### src/rtl/vend_ctrl.sv
// Vending transaction controller: collects coin credit, vends at PRICE, returns change as pulses.
// Optional: define VEND_TIMEOUT_EN to auto-refund after TIMEOUT idle cycles in COLLECT.
module vend_ctrl #(
  parameter int unsigned PRICE       = 5,
  parameter int unsigned MAX_CREDIT  = 20,
  parameter int unsigned DISP_CYCLES = 50_000_000,
  parameter int unsigned CHG_GAP     = 25_000_000,
  parameter int unsigned TIMEOUT     = 500_000_000
) (
  input  logic       clk,
  input  logic       rst_n,
  input  logic       flag_half,
  input  logic       val_half,
  input  logic       flag_one,
  input  logic       val_one,
  input  logic       flag_cancel,
  input  logic       val_cancel,
  output logic [7:0] credit,
  output logic       dispense,
  output logic       change_pulse,
  output logic       coin_reject,
  output logic       busy
);
  // state      | meaning
  // S_IDLE     | no credit held, waiting for a coin
  // S_COLLECT  | partial credit held, below PRICE
  // S_DISPENSE | dispense held high for DISP_CYCLES cycles
  // S_CHANGE   | credit returned as a change_pulse train
  typedef enum logic [1:0] {S_IDLE, S_COLLECT, S_DISPENSE, S_CHANGE} state_t;

  state_t      r_state, w_state_nxt;
  logic [7:0]  r_credit, w_credit_nxt;
  logic [31:0] r_timer, w_timer_nxt;
  logic        r_dispense, w_dispense_nxt;
  logic        r_change, w_change_nxt;
  logic        r_reject, w_reject_nxt;
  logic        r_busy;

  logic        w_half_evt, w_one_evt, w_cancel_evt;
  logic [1:0]  w_coin_val;
  logic [8:0]  w_sum;
  logic        w_coin, w_over, w_acc, w_tmo;
  logic        w_go_chg;
  logic [7:0]  w_refund;

  assign w_half_evt   = flag_half & ~val_half;
  assign w_one_evt    = flag_one & ~val_one;
  assign w_cancel_evt = flag_cancel & ~val_cancel;
  assign w_coin_val   = {w_one_evt, w_half_evt};
  assign w_coin       = |w_coin_val;
  assign w_sum        = {1'b0, r_credit} + {7'd0, w_coin_val};
  assign w_over       = w_sum > 9'(MAX_CREDIT);
  assign w_acc        = w_coin & ~w_over & ((r_state == S_IDLE) | (r_state == S_COLLECT));

`ifdef VEND_TIMEOUT_EN
  logic [31:0] r_idle_cnt;

  assign w_tmo = (r_state == S_COLLECT) && !w_acc && (r_idle_cnt == 32'(TIMEOUT - 1));

  always_ff @(posedge clk or negedge rst_n) begin
    if (!rst_n) begin
      r_idle_cnt <= '0;
    end else if ((r_state == S_COLLECT) && (w_state_nxt == S_COLLECT) && !w_acc) begin
      r_idle_cnt <= r_idle_cnt + 32'd1;
    end else begin
      r_idle_cnt <= '0;
    end
  end
`else
  assign w_tmo = 1'b0;
`endif

  always_comb begin
    w_state_nxt    = r_state;
    w_credit_nxt   = r_credit;
    w_timer_nxt    = r_timer;
    w_dispense_nxt = 1'b0;
    w_change_nxt   = 1'b0;
    w_reject_nxt   = 1'b0;
    w_go_chg       = 1'b0;
    w_refund       = r_credit;
    case (r_state)
      S_IDLE, S_COLLECT: begin
        w_reject_nxt = w_coin & w_over;
        if (w_acc) w_refund = w_sum[7:0];
        // a refund request outranks a vend that the same coin would trigger
        if (w_cancel_evt || w_tmo) begin
          w_go_chg = (w_refund != 8'd0);
        end else if (w_acc && (w_sum >= 9'(PRICE))) begin
          w_state_nxt    = S_DISPENSE;
          w_credit_nxt   = 8'(w_sum - 9'(PRICE));
          w_dispense_nxt = 1'b1;
          w_timer_nxt    = 32'(DISP_CYCLES - 1);
        end else if (w_acc) begin
          w_state_nxt  = S_COLLECT;
          w_credit_nxt = w_sum[7:0];
        end
      end
      S_DISPENSE: begin
        w_reject_nxt = w_coin;
        if (r_timer == 32'd0) begin
          if (r_credit != 8'd0) w_go_chg = 1'b1;
          else                  w_state_nxt = S_IDLE;
        end else begin
          w_timer_nxt    = r_timer - 32'd1;
          w_dispense_nxt = 1'b1;
        end
      end
      S_CHANGE: begin
        w_reject_nxt = w_coin;
        if (r_credit == 8'd0) begin
          w_state_nxt = S_IDLE;
        end else if (r_timer == 32'd0) begin
          w_change_nxt = 1'b1;
          w_credit_nxt = r_credit - 8'd1;
          w_timer_nxt  = 32'(CHG_GAP - 1);
        end else begin
          w_timer_nxt = r_timer - 32'd1;
        end
      end
      default: w_state_nxt = S_IDLE;
    endcase
    // entering CHANGE emits the first pulse immediately
    if (w_go_chg) begin
      w_state_nxt  = S_CHANGE;
      w_change_nxt = 1'b1;
      w_credit_nxt = w_refund - 8'd1;
      w_timer_nxt  = 32'(CHG_GAP - 1);
    end
  end

  always_ff @(posedge clk or negedge rst_n) begin
    if (!rst_n) begin
      r_state    <= S_IDLE;
      r_credit   <= '0;
      r_timer    <= '0;
      r_dispense <= 1'b0;
      r_change   <= 1'b0;
      r_reject   <= 1'b0;
      r_busy     <= 1'b0;
    end else begin
      r_state    <= w_state_nxt;
      r_credit   <= w_credit_nxt;
      r_timer    <= w_timer_nxt;
      r_dispense <= w_dispense_nxt;
      r_change   <= w_change_nxt;
      r_reject   <= w_reject_nxt;
      r_busy     <= (w_state_nxt == S_DISPENSE) || (w_state_nxt == S_CHANGE);
    end
  end

  assign credit       = r_credit;
  assign dispense     = r_dispense;
  assign change_pulse = r_change;
  assign coin_reject  = r_reject;
  assign busy         = r_busy;
endmodule

### config.mk
export PLATFORM = sky130hd
export DESIGN_NAME = vend_ctrl
export DESIGN_NICKNAME = d
export VERILOG_FILES = /design/src/rtl/vend_ctrl.sv
export SDC_FILE = /design/constraint.sdc
export NUM_CORES = 1
export LEC_CHECK = 0
export ABC_AREA = 1
export CORE_ASPECT_RATIO = 1.75
export CORE_MARGIN = 3
export CORE_UTILIZATION = 59
export DETAILED_ROUTE_END_ITERATION = 12
export PLACE_DENSITY = 0.81
export SYNTH_ARGS = -nofsm -noshare
export SYNTH_HDL_FRONTEND = slang
export SYNTH_SLANG_ARGS = --single-unit
### constraint.sdc
create_clock -name clk -period 3.35 [get_ports clk]
set_input_delay 0.335 -clock clk [delete_from_list [all_inputs] [get_ports clk]]
set_output_delay 0.335 -clock clk [all_outputs]
set_load 0.02 [all_outputs]
==> impl_metrics.ini <==
[status]
status = finished, final reports clean

[synthesis]
ys_ff_latch = 46
synthesis.nets = 624
synth_area_per_cell_um2 = 6.578
synthCells = 606
synth_edf_count = 0
synth_area_leader_cell = dfrtp_1
yosysUniqueCellTypes = 41
synth_area_leaders = dfrtp_1 29%, nand2_1 18%, nand3_1 6.5%
ys_seq_area_frac = 0.2888
netlist_area_mm2 = 0.003986
ys.flop_type = dfrtp_1
ys_async_sr_fraction = 1.000
yosysTopAreaCellShare = 0.2888
yosysWarnings = 0

[cells_and_area]
final_cells = 757
final_util = 0.7522
fin_nets = 693
final_cell_area_mm2 = 0.004918
area_growth_pct = 23.38
n_antenna_cell = 0
drive_above_1_share = 0.1926
fillers = 537

[floorplan]
initial_core_util = 0.6096
core.rowCount = 39
fp.dieH_um = 114.7
coreArea_mm2 = 0.006539
die_area_mm2 = 0.007817
io_pins = 20
die_x_um = 68.14

[timing]
fin_ws_ns = 0.2181
max_freq_ghz = 0.3193
maxSlewViolCount = 0
hold_violations = 0
worst_slew_pin_slew_ns = 1.048
min_period_ns = 3.132
slew_headroom = 0.3012
rsz0062_at_grt = no
post-route-period-util = 0.9349
fin_worst_skew_ns = 0.005108
setup_violations = 0

[detailed_routing]
drt-wirelength-per-cell_um = 16.74
dr.pass1.iters = 6
avgViaCountPerCell = 5.754
vias = 4356
wl_um = 12670
drt_iter0_markers = 322
post-route-drc-count = 0
ant_nets = 0

[worst_setup_path]
worst-r2r-cell-count = 23
slowest_stage = clkdlybuf4s50_1
r2r_setup_slack_ns = 0.34
reg2reg_from = credit[0]$_DFFE_PN0P_
end_kind = flip-flop
cp_num_buf_inv = 2
worstPathCellList = clkdlybuf4s50_1 > nor2_2 > ha_1 > nand2_1 > nand2_2 > nand3_2 > nand2_2 > nand2_4 > nor2_4 > nand3_2 > nand2_4 > nand3_4 > nand2_4 > nand2_2 > nor2_4 > nand2_4 > nand2_8 > nand2_8 > nor2_4 > buf_12 > nand2_1 > nand2_1 > nand2_1
crit_path_max_incr_delay_ns = 0.51
crit_fanout = 8
crit_required_ns = 3.53
arrival_ns = 3.31
crit_type = primary input to flip-flop
cp-start-kind = primary input
r2r-end = r_timer[12]$_DFFE_PN0P_
path_delay_family = simple AND/OR/NAND/NOR gates

[cts]
ctsRootBufferMaster = clkbuf_16
cts.htree.levels = 2
cts_tree = built
cts_sinks = 46
cts-hold-fix-buffers = 0
clkLatencyLatePin_ns = 0.29
cts_buffers = 5
cts_buffer_depth = 2
path_clk_slew_ns = 0.06

[global_route]
antenna_found_initial = 0
grt_pass1_wl_um = 20000
grt_remaining_overflow = 0
grt_max_degree = 47
grt_pass1_vias = 4355
grtUsageTotal = 0.3398

[place]
place_area_mm2 = 0.004579
dp_hpwl_um = 9634
place.port_buffers = 19
preCtsSetupSlack_ns = -0.2226
dp_cells = 744
gp_congestion = 0.9692

[hold_path]
min_path_type = primary input to async pin

[power_and_ir_drop]
leakage_nw = 2.462
vdd_drop_max_uv = 563.9
power_density_mw_per_mm2 = 897.5
power_w = 0.004414

[flow_run]
drv_cap = 0
[cell families after synthesis]
kind of cell | synth area share
AO/OA/AOI/OAI | 0.1092
XOR/XNOR | 0.05054
adder cells (fa/ha/maj) | 0.03327
buffers and inverters | 0.08851
flip-flops | 0.2888
AND/OR/NAND/NOR | 0.4297
[state kept, by name, summed over array words and instances (netlist names)]
| signal | count |
|---|---|
| change_pulse | 1 |
| r_timer | 32 |
| r_state | 2 |
| busy | 1 |
| credit | 8 |
| dispense | 1 |
| coin_reject | 1 |
[power by group]
group	internal [W]	switching, W
combinational	0.00118	0.00175
sequential	0.000748	0.000269
clock	0.000273	0.000196
[metrics by stage]
step / TNS (ns) / hold slack, ns
6_report: 0 / 0.2390
5_1_grt: 0 / 0.3212
4_1_cts: 0 / 0.2639
3_5_place_dp: -7.290 / 0.5349
3_3_place_gp: -3.083 / 0.5081
2_1_floorplan: 0 / 0.03941
[cell usage in the layout (no fill, tap or decap), types with 13 or more instances in the layout]
cell type	count
nor2_1	61
dfrtp_1	46
o21ai_0	31
nand2_2	18
xor2_1	15
nand3_1	48
nand4_1	13
clkdlybuf4s50_1	16
buf_4	54
inv_1	54
a21oi_1	23
nand2_1	181
[cell type report]
cell class,count,area (um^2),share of cell area
multi-input cells,481,2618,0.5322
flip-flops and latches,46,1151,0.2340
repair buffers,77,671.9,0.1366
inverters,64,242.7,0.04935
clock buffers,7,132.6,0.02697
well taps,82,102.6,0.02086
[what timing repair did]
action | 4_1_cts | 5_1_grt
resized for setup | 0 | 38
buffers inserted | 0 | 5
setup endpoints to repair | 0 | 41
hold endpoints to repair | 0 | 0
[routing by layer]
layer | GRT usage | share of wire | wire length [um]
met4 | 0.2895 | 0.086 | 1091
met1 | 0.3068 | 0.33 | 4218
met5 | 0 | 0 | 0
met3 | 0.04594 | 0.036 | 461
met2 | 0.6237 | 0.54 | 6902
[worst max path at each step]
stage / slack (ns) / depth (start not counted) / from / to
after floorplan: 0.35 / 23 / credit[0]$_DFFE_PN0P_ / r_timer[4]$_DFFE_PN0P_
final: 0.22 / 23 / val_one / r_timer[12]$_DFFE_PN0P_
after global placement: -0.13 / 20 / val_half / r_timer[5]$_DFFE_PN0P_
after CTS: 0.07 / 20 / val_half / r_timer[5]$_DFFE_PN0P_
after detailed placement: -0.22 / 20 / val_half / r_timer[5]$_DFFE_PN0P_
after global routing: 0.003 / 23 / val_one / r_timer[12]$_DFFE_PN0P_
[Yosys cell counts (4+ instances only)]
master / number
nand3_1: 52
nand4_1: 13
a21oi_1: 23
nand2_4: 5
o21ai_0: 31
nor4_1: 6
nor2_2: 4
nor3_1: 8
nand2_2: 13
nor2_1: 67
xnor2_1: 8
inv_1: 56
ha_1: 9
buf_2: 4
nand2_1: 190
dfrtp_1: 46
buf_6: 5
xor2_1: 15
o211ai_1: 8
clkinv_1: 4
No activity file was read; power rests on OpenSTA's default activity.
